==> src/rtl/pwm_capture_if.sv <==
// Measurement bus between pwm_capture (master) and the consuming processor (slave).
interface pwm_capture_if #(
    parameter int G_CNT_WIDTH = 16
);
    logic                   i_ack;
    logic [G_CNT_WIDTH-1:0] o_high;
    logic [G_CNT_WIDTH-1:0] o_period;
    logic                   o_valid;
    logic                   o_static;
    logic                   o_level;
    logic                   o_overrun;

    modport master (
        input  i_ack,
        output o_high, o_period, o_valid, o_static, o_level, o_overrun
    );

    modport slave (
        output i_ack,
        input  o_high, o_period, o_valid, o_static, o_level, o_overrun
    );
endinterface

==> src/rtl/pwm_capture.sv <==
// Measures high time and period of an asynchronous PWM input in i_clk cycles.
// Optional majority glitch filter enabled by defining PWM_CAPTURE_GLITCH_FILTER_EN.
module pwm_capture #(
    parameter int G_CNT_WIDTH = 16
) (
    input  logic          i_clk,
    input  logic          i_rst_n,
    input  logic          i_pwm,
    pwm_capture_if.master bus
);
    localparam logic [G_CNT_WIDTH-1:0] CNT_MAX  = '1;
    localparam logic [G_CNT_WIDTH-1:0] CNT_ZERO = '0;
    localparam logic [G_CNT_WIDTH-1:0] CNT_ONE  = {{(G_CNT_WIDTH-1){1'b0}}, 1'b1};

    typedef enum logic {IDLE, MEASURE} state_t;

    function automatic logic [G_CNT_WIDTH-1:0] sat_inc(input logic [G_CNT_WIDTH-1:0] v);
        return (v == CNT_MAX) ? v : v + CNT_ONE;
    endfunction

    function automatic logic majority(input logic a, input logic b, input logic c);
        return (a & b) | (a & c) | (b & c);
    endfunction

    logic sync1_q, sync2_q, prev_q;
    logic lvl, lvl_prev, rise;

    always_ff @(posedge i_clk or negedge i_rst_n) begin
        if (!i_rst_n) begin
            sync1_q <= 1'b0;
            sync2_q <= 1'b0;
            prev_q  <= 1'b0;
        end else begin
            sync1_q <= i_pwm;
            sync2_q <= sync1_q;
            prev_q  <= sync2_q;
        end
    end

`ifdef PWM_CAPTURE_GLITCH_FILTER_EN
    // Majority over three registered samples: a single-cycle pulse never wins the vote.
    logic prev2_q, filt_prev_q;

    always_ff @(posedge i_clk or negedge i_rst_n) begin
        if (!i_rst_n) begin
            prev2_q     <= 1'b0;
            filt_prev_q <= 1'b0;
        end else begin
            prev2_q     <= prev_q;
            filt_prev_q <= lvl;
        end
    end

    assign lvl      = majority(sync2_q, prev_q, prev2_q);
    assign lvl_prev = filt_prev_q;
`else
    assign lvl      = sync2_q;
    assign lvl_prev = prev_q;
`endif

    assign rise = lvl & ~lvl_prev;

    state_t                 state_q, state_d;
    logic [G_CNT_WIDTH-1:0] per_cnt_q, per_cnt_d, high_cnt_q, high_cnt_d;
    logic [G_CNT_WIDTH-1:0] high_q, high_d, period_q, period_d;
    logic                   valid_q, valid_d, static_q, static_d;
    logic                   level_q, level_d, overrun_q, overrun_d;
    logic                   latch;

    always_comb begin
        state_d    = state_q;
        per_cnt_d  = per_cnt_q;
        high_cnt_d = high_cnt_q;
        high_d     = high_q;
        period_d   = period_q;
        static_d   = static_q;
        level_d    = level_q;
        latch      = 1'b0;

        case (state_q)
            IDLE: begin
                per_cnt_d  = CNT_ZERO;
                high_cnt_d = CNT_ZERO;
                if (rise) begin
                    state_d    = MEASURE;
                    per_cnt_d  = CNT_ONE;
                    high_cnt_d = CNT_ONE;
                end
            end
            MEASURE: begin
                if (rise) begin
                    latch      = 1'b1;
                    period_d   = per_cnt_q;
                    high_d     = high_cnt_q;
                    static_d   = 1'b0;
                    per_cnt_d  = CNT_ONE;
                    high_cnt_d = CNT_ONE;
                end else if (per_cnt_q == CNT_MAX) begin
                    // No rising edge in the full counter range: report a static line.
                    latch      = 1'b1;
                    period_d   = CNT_MAX;
                    high_d     = lvl ? CNT_MAX : CNT_ZERO;
                    level_d    = lvl;
                    static_d   = 1'b1;
                    state_d    = IDLE;
                    per_cnt_d  = CNT_ZERO;
                    high_cnt_d = CNT_ZERO;
                end else begin
                    per_cnt_d = sat_inc(per_cnt_q);
                    if (lvl) begin
                        high_cnt_d = sat_inc(high_cnt_q);
                    end
                end
            end
            default: state_d = IDLE;
        endcase

        // Ack consumes the held result; a simultaneous latch re-arms valid without overrun.
        valid_d   = valid_q;
        overrun_d = overrun_q;
        if (bus.i_ack && valid_q) begin
            valid_d   = 1'b0;
            overrun_d = 1'b0;
        end
        if (latch) begin
            valid_d = 1'b1;
            if (valid_q && !bus.i_ack) begin
                overrun_d = 1'b1;
            end
        end
    end

    always_ff @(posedge i_clk or negedge i_rst_n) begin
        if (!i_rst_n) begin
            state_q    <= IDLE;
            per_cnt_q  <= CNT_ZERO;
            high_cnt_q <= CNT_ZERO;
            high_q     <= CNT_ZERO;
            period_q   <= CNT_ZERO;
            valid_q    <= 1'b0;
            static_q   <= 1'b0;
            level_q    <= 1'b0;
            overrun_q  <= 1'b0;
        end else begin
            state_q    <= state_d;
            per_cnt_q  <= per_cnt_d;
            high_cnt_q <= high_cnt_d;
            high_q     <= high_d;
            period_q   <= period_d;
            valid_q    <= valid_d;
            static_q   <= static_d;
            level_q    <= level_d;
            overrun_q  <= overrun_d;
        end
    end

    assign bus.o_high    = high_q;
    assign bus.o_period  = period_q;
    assign bus.o_valid   = valid_q;
    assign bus.o_static  = static_q;
    assign bus.o_level   = level_q;
    assign bus.o_overrun = overrun_q;
endmodule
==> src/flat_wrapper.sv <==
// flat-port wrapper written by rule: the top's interface ports become plain ports
module pwm_capture_flat 
#(
    parameter int G_CNT_WIDTH = 16
)
  (i_clk, i_rst_n, i_pwm, bus_i_ack, bus_o_high, bus_o_period, bus_o_valid, bus_o_static, bus_o_level, bus_o_overrun);
  pwm_capture_if #(.G_CNT_WIDTH(G_CNT_WIDTH)) bus_i ();
  input  logic i_clk;
  input  logic i_rst_n;
  input  logic i_pwm;
  input wire logic [$bits(bus_i.i_ack)-1:0] bus_i_ack;
  output wire logic [$bits(bus_i.o_high)-1:0] bus_o_high;
  output wire logic [$bits(bus_i.o_period)-1:0] bus_o_period;
  output wire logic [$bits(bus_i.o_valid)-1:0] bus_o_valid;
  output wire logic [$bits(bus_i.o_static)-1:0] bus_o_static;
  output wire logic [$bits(bus_i.o_level)-1:0] bus_o_level;
  output wire logic [$bits(bus_i.o_overrun)-1:0] bus_o_overrun;
  assign bus_i.i_ack = bus_i_ack;
  assign bus_o_high = bus_i.o_high;
  assign bus_o_period = bus_i.o_period;
  assign bus_o_valid = bus_i.o_valid;
  assign bus_o_static = bus_i.o_static;
  assign bus_o_level = bus_i.o_level;
  assign bus_o_overrun = bus_i.o_overrun;
  pwm_capture #(.G_CNT_WIDTH(G_CNT_WIDTH)) u_core (.i_clk(i_clk), .i_rst_n(i_rst_n), .i_pwm(i_pwm), .bus(bus_i));
endmodule
==> config.mk <==
export PLATFORM = sky130hd
export DESIGN_NAME = pwm_capture_flat
export DESIGN_NICKNAME = d
export VERILOG_FILES = /design/src/rtl/pwm_capture_if.sv /design/src/rtl/pwm_capture.sv /design/src/flat_wrapper.sv
export SDC_FILE = /design/constraint.sdc
export NUM_CORES = 1
export LEC_CHECK = 0
export ABC_AREA = 1
export ABC_CLOCK_PERIOD_IN_PS = 1800
export BUFFER_PORTS_ARGS = -buffer_cell sky130_fd_sc_hd__clkbuf_2
export CAP_MARGIN = 20
export CORE_MARGIN = 2
export CORE_UTILIZATION = 30
export CTS_CLUSTER_DIAMETER = 80
export DETAILED_ROUTE_END_ITERATION = 12
export HOLD_SLACK_MARGIN = 0.12
export PLACE_DENSITY_LB_ADDON = 0.12
export SLEW_MARGIN = 20
export SYNTH_ARGS = -nofsm -noshare
export SYNTH_HDL_FRONTEND = slang
export SYNTH_SLANG_ARGS = --single-unit
==> constraint.sdc <==
create_clock -name i_clk -period 1.8 [get_ports i_clk]
set_input_delay 0.09 -clock i_clk [delete_from_list [all_inputs] [get_ports i_clk]]
set_output_delay 0.09 -clock i_clk [all_outputs]
set_load 0.01 [all_outputs]
Word level (Yosys, flattened, before mapping)
Index checks and enable logic that the tools add are counted.
{ "op_classes": {"bitwise": 4, "addsub": 2, "div_mod_pow": 0, "muxes": 28, "eq_ne": 4, "n_shift": 0, "n_mul": 0, "order_cmp": 0, "n_reduce_logical": 8} }
{ "op_table": {"columns": ["operator", "count"], "rows": [
  ["two-way mux 16 bit", 11],
  ["one-hot mux 16 bit (2 select lines)", 2],
  ["adder 16 x 1 -> 16 bit (second input constant)", 2],
  ["equality test 16 bit (second input constant)", 2],
  ["two-way mux 1 bit", 14],
  ["inequality test 4 x 2 -> 1 bit (second input constant)", 1],
  ["inequality test 4 x 3 -> 1 bit (second input constant)", 1],
  ["AND reduction 2 bit", 2],
  ["nonzero test 2 bit", 2],
  ["NOT 1 bit", 3],
  ["AND reduction 3 bit", 1],
  ["logical AND 1 bit", 2],
  ["one-hot mux 1 bit (2 select lines)", 1],
  ["bitwise AND 1 bit", 1],
  ["logical NOT 1 bit", 1]
]} }
{ "word_totals": {"romBits": 0, "n_memories": 0, "elab_cells": 58, "ramBits": 0, "out_inout_bits": 36, "regBits": 72, "latch_bits": 0} }

Logic depth before layout (Yosys ltp)
{ "logic_depth": {"word_depth": 6, "depth_mapped": 11, "depth_no_buf": 11} }

Worst setup path after synthesis
Ideal clock, no wire load.
{ "synth_timing": {"path_type": "reg-to-reg", "startpoint": "register u_core.per_cnt_q[0]", "endpoint": "register u_core.high_cnt_q[11]", "stages_incl_launch_ff": 11, "path_buffers": 1, "arrival_ns": 1.419, "synth_period_minus_slack_ns": 1.536, "setup_slack_ns": 0.264, "cell_sequence": "dfrtp_1 -> ha_1 -> nand3_1 -> nor2_2 -> nand2_2 -> nand3_1 -> nand2_4 -> inv_4 -> buf_6 -> nand2_1 -> nand2_1"} }
{ "synth_via": {"elab_chain_cells": 4} }
{ "synth_lines": {"columns": ["item", "line_no", "rtl"], "rows": [
  ["start, declared", "pwm_capture.sv:64", "logic [G_CNT_WIDTH-1:0] per_cnt_q, per_cnt_d, high_cnt_q, high_cnt_d;"],
  ["start signal, assigned", "pwm_capture.sv:146", "per_cnt_q <= per_cnt_d;"],
  ["equality test 16 bit *", "pwm_capture.sv:98", "end else if (per_cnt_q == CNT_MAX) begin"],
  ["two-way mux 16 bit", "pwm_capture.sv:98", null],
  ["two-way mux 16 bit", "pwm_capture.sv:91", "if (rise) begin"],
  ["one-hot mux 16 bit (2 select lines)", "pwm_capture.sv:80", "case (state_q)"],
  ["end signal, assigned", "pwm_capture.sv:147", "high_cnt_q <= high_cnt_d;"],
  ["end, declared", "pwm_capture.sv:64", null]
]} }
Mark *: on every way between the ends. The rest lies on a longest branch, timed or not.
A chain may end at the register's enable or synchronous reset.

Worst setup path in the final report
{ "layout_timing": {"startpoint": "register u_core.high_cnt_q[0]", "endpoint": "register u_core.high_cnt_q[9]"} }
{ "layout_via": {"elab_chain_cells": 6} }
{ "layout_lines": {"columns": ["item", "line_no", "rtl"], "rows": [
  ["adder 16 x 1 -> 16 bit", "pwm_capture.sv:18", "return (v == CNT_MAX) ? v : v + CNT_ONE;"],
  ["two-way mux 16 bit", "pwm_capture.sv:18", null],
  ["two-way mux 16 bit", "pwm_capture.sv:110", "if (lvl) begin"],
  ["two-way mux 16 bit", "pwm_capture.sv:98", null],
  ["two-way mux 16 bit", "pwm_capture.sv:91", null],
  ["one-hot mux 16 bit (2 select lines)", "pwm_capture.sv:80", null]
]} }
Several ways; a longest one is shown, not always the timed one. The select of a mux whose other input is x is not followed.

==> impl_metrics.sql <==
INSERT INTO impl_metrics (metric_group, metric, value, unit) VALUES
('setup_path', 'worst_path_max_delay_cell', 'dfrtp_1', ''),
('detailed_routing', 'drc_marker_count_from_the_first_detailed_route_iteration', '109', ''),
('setup_path', 'timing.rr.start', 'u_core.high_cnt_q[0]', ''),
('layout', 'drive_above_1_share', '16.4', '%'),
('global_route', 'grt_use_met3', '2.86', '%'),
('die', 'design.die.area', '12600', 'µm²'),
('setup_path', 'data_required_time_of_the_critical_path', '2.07', 'ns'),
('global_route', 'grt_max_degree', '42', ''),
('detailed_routing', 'drt_pre_antenna_iters', '4', ''),
('yosys', 'most_frequent_cell_after_synthesis', 'nand2_1', ''),
('sta', 'worstMarginPinSlew', '0.437', 'ns'),
('global_route', 'top_usage_layer', 'met1', ''),
('die', 'pin_count', '40', ''),
('yosys', 'synth-edff-count', '0', ''),
('placement', 'dpl.cell_count', '613', ''),
('yosys', 'postSynth.topFlopCell', 'dfrtp_1', ''),
('cts', 'clock_tree.buffer_depth', '2', ''),
('detailed_routing', 'routed-via-count', '2767', ''),
('setup_path', 'reg2reg_slack', '0.19', 'ns'),
('yosys', 'ys_async_sr_fraction', '100', '%'),
('run_status', 'run_status', 'completed', ''),
('cts', 'cts.root.buffer_cell', 'clkbuf_16', ''),
('yosys', 'yosys.area_share.simple', '26.1', '%'),
('pwr', 'max-vdd-ir-drop', '0.366', 'mV'),
('sta', 'finalSetupViolCount', '0', ''),
('yosys', 'synth.cell_area', '3500', 'µm²'),
('sta', 'maxClockFrequency', '620', 'MHz'),
('layout', 'instances_no_fill', '632', ''),
('yosys', 'fraction_of_the_mapped_netlist_area_in_compound_gates', '9.89', '%'),
('setup_path', 'worst-path-max-fanout', '6', ''),
('placement', 'half_perimeter_wire_length_after_placement', '5.40', 'mm'),
('global_route', 'first_global_vias', '2838', ''),
('yosys', 'synth_fa_ha_area_share', '0.714', '%'),
('sta', 'final_min_period_over_clock_period', '89.6', '%'),
('global_route', 'grt_use_total', '13.7', '%'),
('yosys', 'combinational_family_with_the_most_area_after_synthesis', 'simple AND/OR/NAND/NOR gates', ''),
('setup_path', 'crit_path_cell_trace', 'ha_1 > nand2_1 > nor2_1 > nand2_1 > nor2_2 > nand3_2 > nand2_4 > buf_4 > nand2_1 > nand2_1', ''),
('global_route', 'groute.layer.met2.usage', '19.5', '%'),
('global_route', 'grt_antenna_before_repair', '0', ''),
('yosys', 'synthesis.instances', '433', ''),
('die', 'die_w', '112', 'µm'),
('pwr', 'pwr_density_cell', '990', 'nW/µm²'),
('sta', 'grt_setup_unrepaired', 'no', ''),
('setup_path', 'worst-endpoint-arrival', '1.88', 'ns'),
('sta', 'worst_slew_margin_rel', '70.8', '%'),
('setup_path', 'critical-path-top-delay-family', 'simple AND/OR/NAND/NOR gates', ''),
('yosys', 'synth_xor_xnor_area_share', '3.50', '%'),
('yosys', 'synth_seq_cells', '72', ''),
('die', 'rows', '39', ''),
('pwr', 'total_leakage_power', '2.10', 'nW'),
('layout', 'fin_util', '36.9', '%'),
('cts', 'clock_sinks', '72', ''),
('die', 'die_h', '112', 'µm'),
('yosys', 'mean_post_synth_cell_area', '8.09', 'µm²'),
('yosys', 'synth.mux.area_fraction', '0', '%'),
('layout', 'fin_nets', '491', ''),
('yosys', 'synth_top_cell_area_share', '51.4', '%'),
('setup_path', 'timing_worst_setup_path_type', 'reg -> reg', ''),
('detailed_routing', 'drt_drc_violations_left', '0', ''),
('yosys', 'post_synthesis_net_count', '439', ''),
('die', 'core', '11400', 'µm²'),
('cts', 'clk_pin_slew_worst_paths', '0.06', 'ns'),
('sta', 'drv_slew', '0', ''),
('yosys', 'synth_top_area_cell', 'dfrtp_1', ''),
('sta', 'fin_hold_ws', '0.254', 'ns'),
('placement', 'finalWeightedCongestion', '0.801', ''),
('job', 'max_cap_viol_count', '0', ''),
('detailed_routing', 'post_drt_wl_per_cell', '12.1', 'µm'),
('detailed_routing', 'routed_wl', '7.67', 'mm'),
('yosys', 'yosysUniqueCellTypes', '29', ''),
('setup_path', 'worst_path_most_repeated_cell', 'nand2_1', '');
through the flow:
stage | total power [mW] | setup WS, ns | area [µm²]
6_report | 4.17 | 0.188 | 4210
4_1_cts | 4.24 | 0.126 | 4190
5_1_grt | 4.43 | 0.0163 | 4210
3_3_place_gp | 2.63 | 0.185 | 3900
2_1_floorplan | 2.38 | 0.264 | 3500
3_5_place_dp | 2.63 | 0.138 | 3900
how the worst max path moves through the flow:
stage / startpoint / endpoint / slack (ns) / depth (start not counted)
after floorplan: u_core.per_cnt_q[0] / u_core.high_cnt_q[11] / 0.26 / 10
after global placement: u_core.high_cnt_q[0] / u_core.high_cnt_q[7] / 0.19 / 10
after detailed placement: u_core.per_cnt_q[0] / u_core.high_cnt_q[9] / 0.14 / 9
after CTS: u_core.per_cnt_q[0] / u_core.high_cnt_q[9] / 0.13 / 9
after global routing: u_core.per_cnt_q[0] / u_core.high_cnt_q[5] / 0.02 / 9
final: u_core.high_cnt_q[0] / u_core.high_cnt_q[9] / 0.19 / 10
what timing repair did:
action,CTS,global route
hold buffers,3,0
setup buffers,0,1
resized for setup,0,3
endpoints found under the setup margin,0,50
hold endpoints to repair,75,0
cells by family after synthesis:
| logic type | count (synthesis) |
|---|---|
| simple gates | 222 |
| flops | 72 |
| buf+inv | 64 |
| compound gates | 59 |
| xor+xnor | 14 |
| fa+ha+maj | 2 |
area by class of cell:
cell class,instances,area (µm²),share of cell area (%)
clock inverter,4,22.5,0.535
tap,143,179,4.25
timing repair buffer,55,370,8.80
sequential,72,1800,42.8
inverter,50,190,4.52
clock buffer,11,233,5.53
multi-input combinational,297,1410,33.6
worst register-to-register path: stages, from the launching register on:
cell and delay [ns]:
dfrtp_1 0.42, ha_1 0.24, nand2_1 0.07, nor2_1 0.09, nand2_1 0.09, nor2_2 0.14, nand3_2 0.10, nand2_4 0.12
buf_4 0.16, nand2_1 0.05, nand2_1 0.07
flip-flops by register name (all words and copies together) (netlist names), named ones only:
name	cells
u_core.bus.o_level	1
u_core.per_cnt_q	16
u_core.bus.o_period	16
u_core.bus.o_valid	1
u_core.bus.o_high	16
u_core.sync1_q	1
u_core.lvl	1
u_core.lvl_prev	1
u_core.state_q	1
u_core.bus.o_static	1
u_core.high_cnt_q	16
per-layer routing:
layer,routed length [µm],part of all wire (%)
met4,123,1.6
met1,4080,53
met5,0,0
met3,268,3.5
met2,3200,42
report_power, final:
group / internal, mW / switching, mW / leakage, nW
clock network: 0.917 / 0.646 / 0.125
logic: 0.274 / 0.382 / 1.05
registers: 1.80 / 0.141 / 0.930
total: 3.00 / 1.17 / 2.10
placed cells by master, fill, tap and decap left out, drive strengths merged:
| master | count |
|---|---|
| dlygate4sd3 | 3 |
| xor2 | 10 |
| clkinvlp | 1 |
| dfrtp | 72 |
| clkinv | 3 |
| nand3 | 15 |
| inv | 50 |
| buf | 14 |
| ha | 2 |
| o21bai | 3 |
| a31oi | 1 |
| nand2 | 139 |
| clkbuf | 49 |
| a22oi | 13 |
| nor3 | 5 |
| nor2 | 59 |
| xnor2 | 4 |
| o21ai | 42 |
| nand4 | 4 |
No activity file was read; power rests on OpenSTA's default activity.
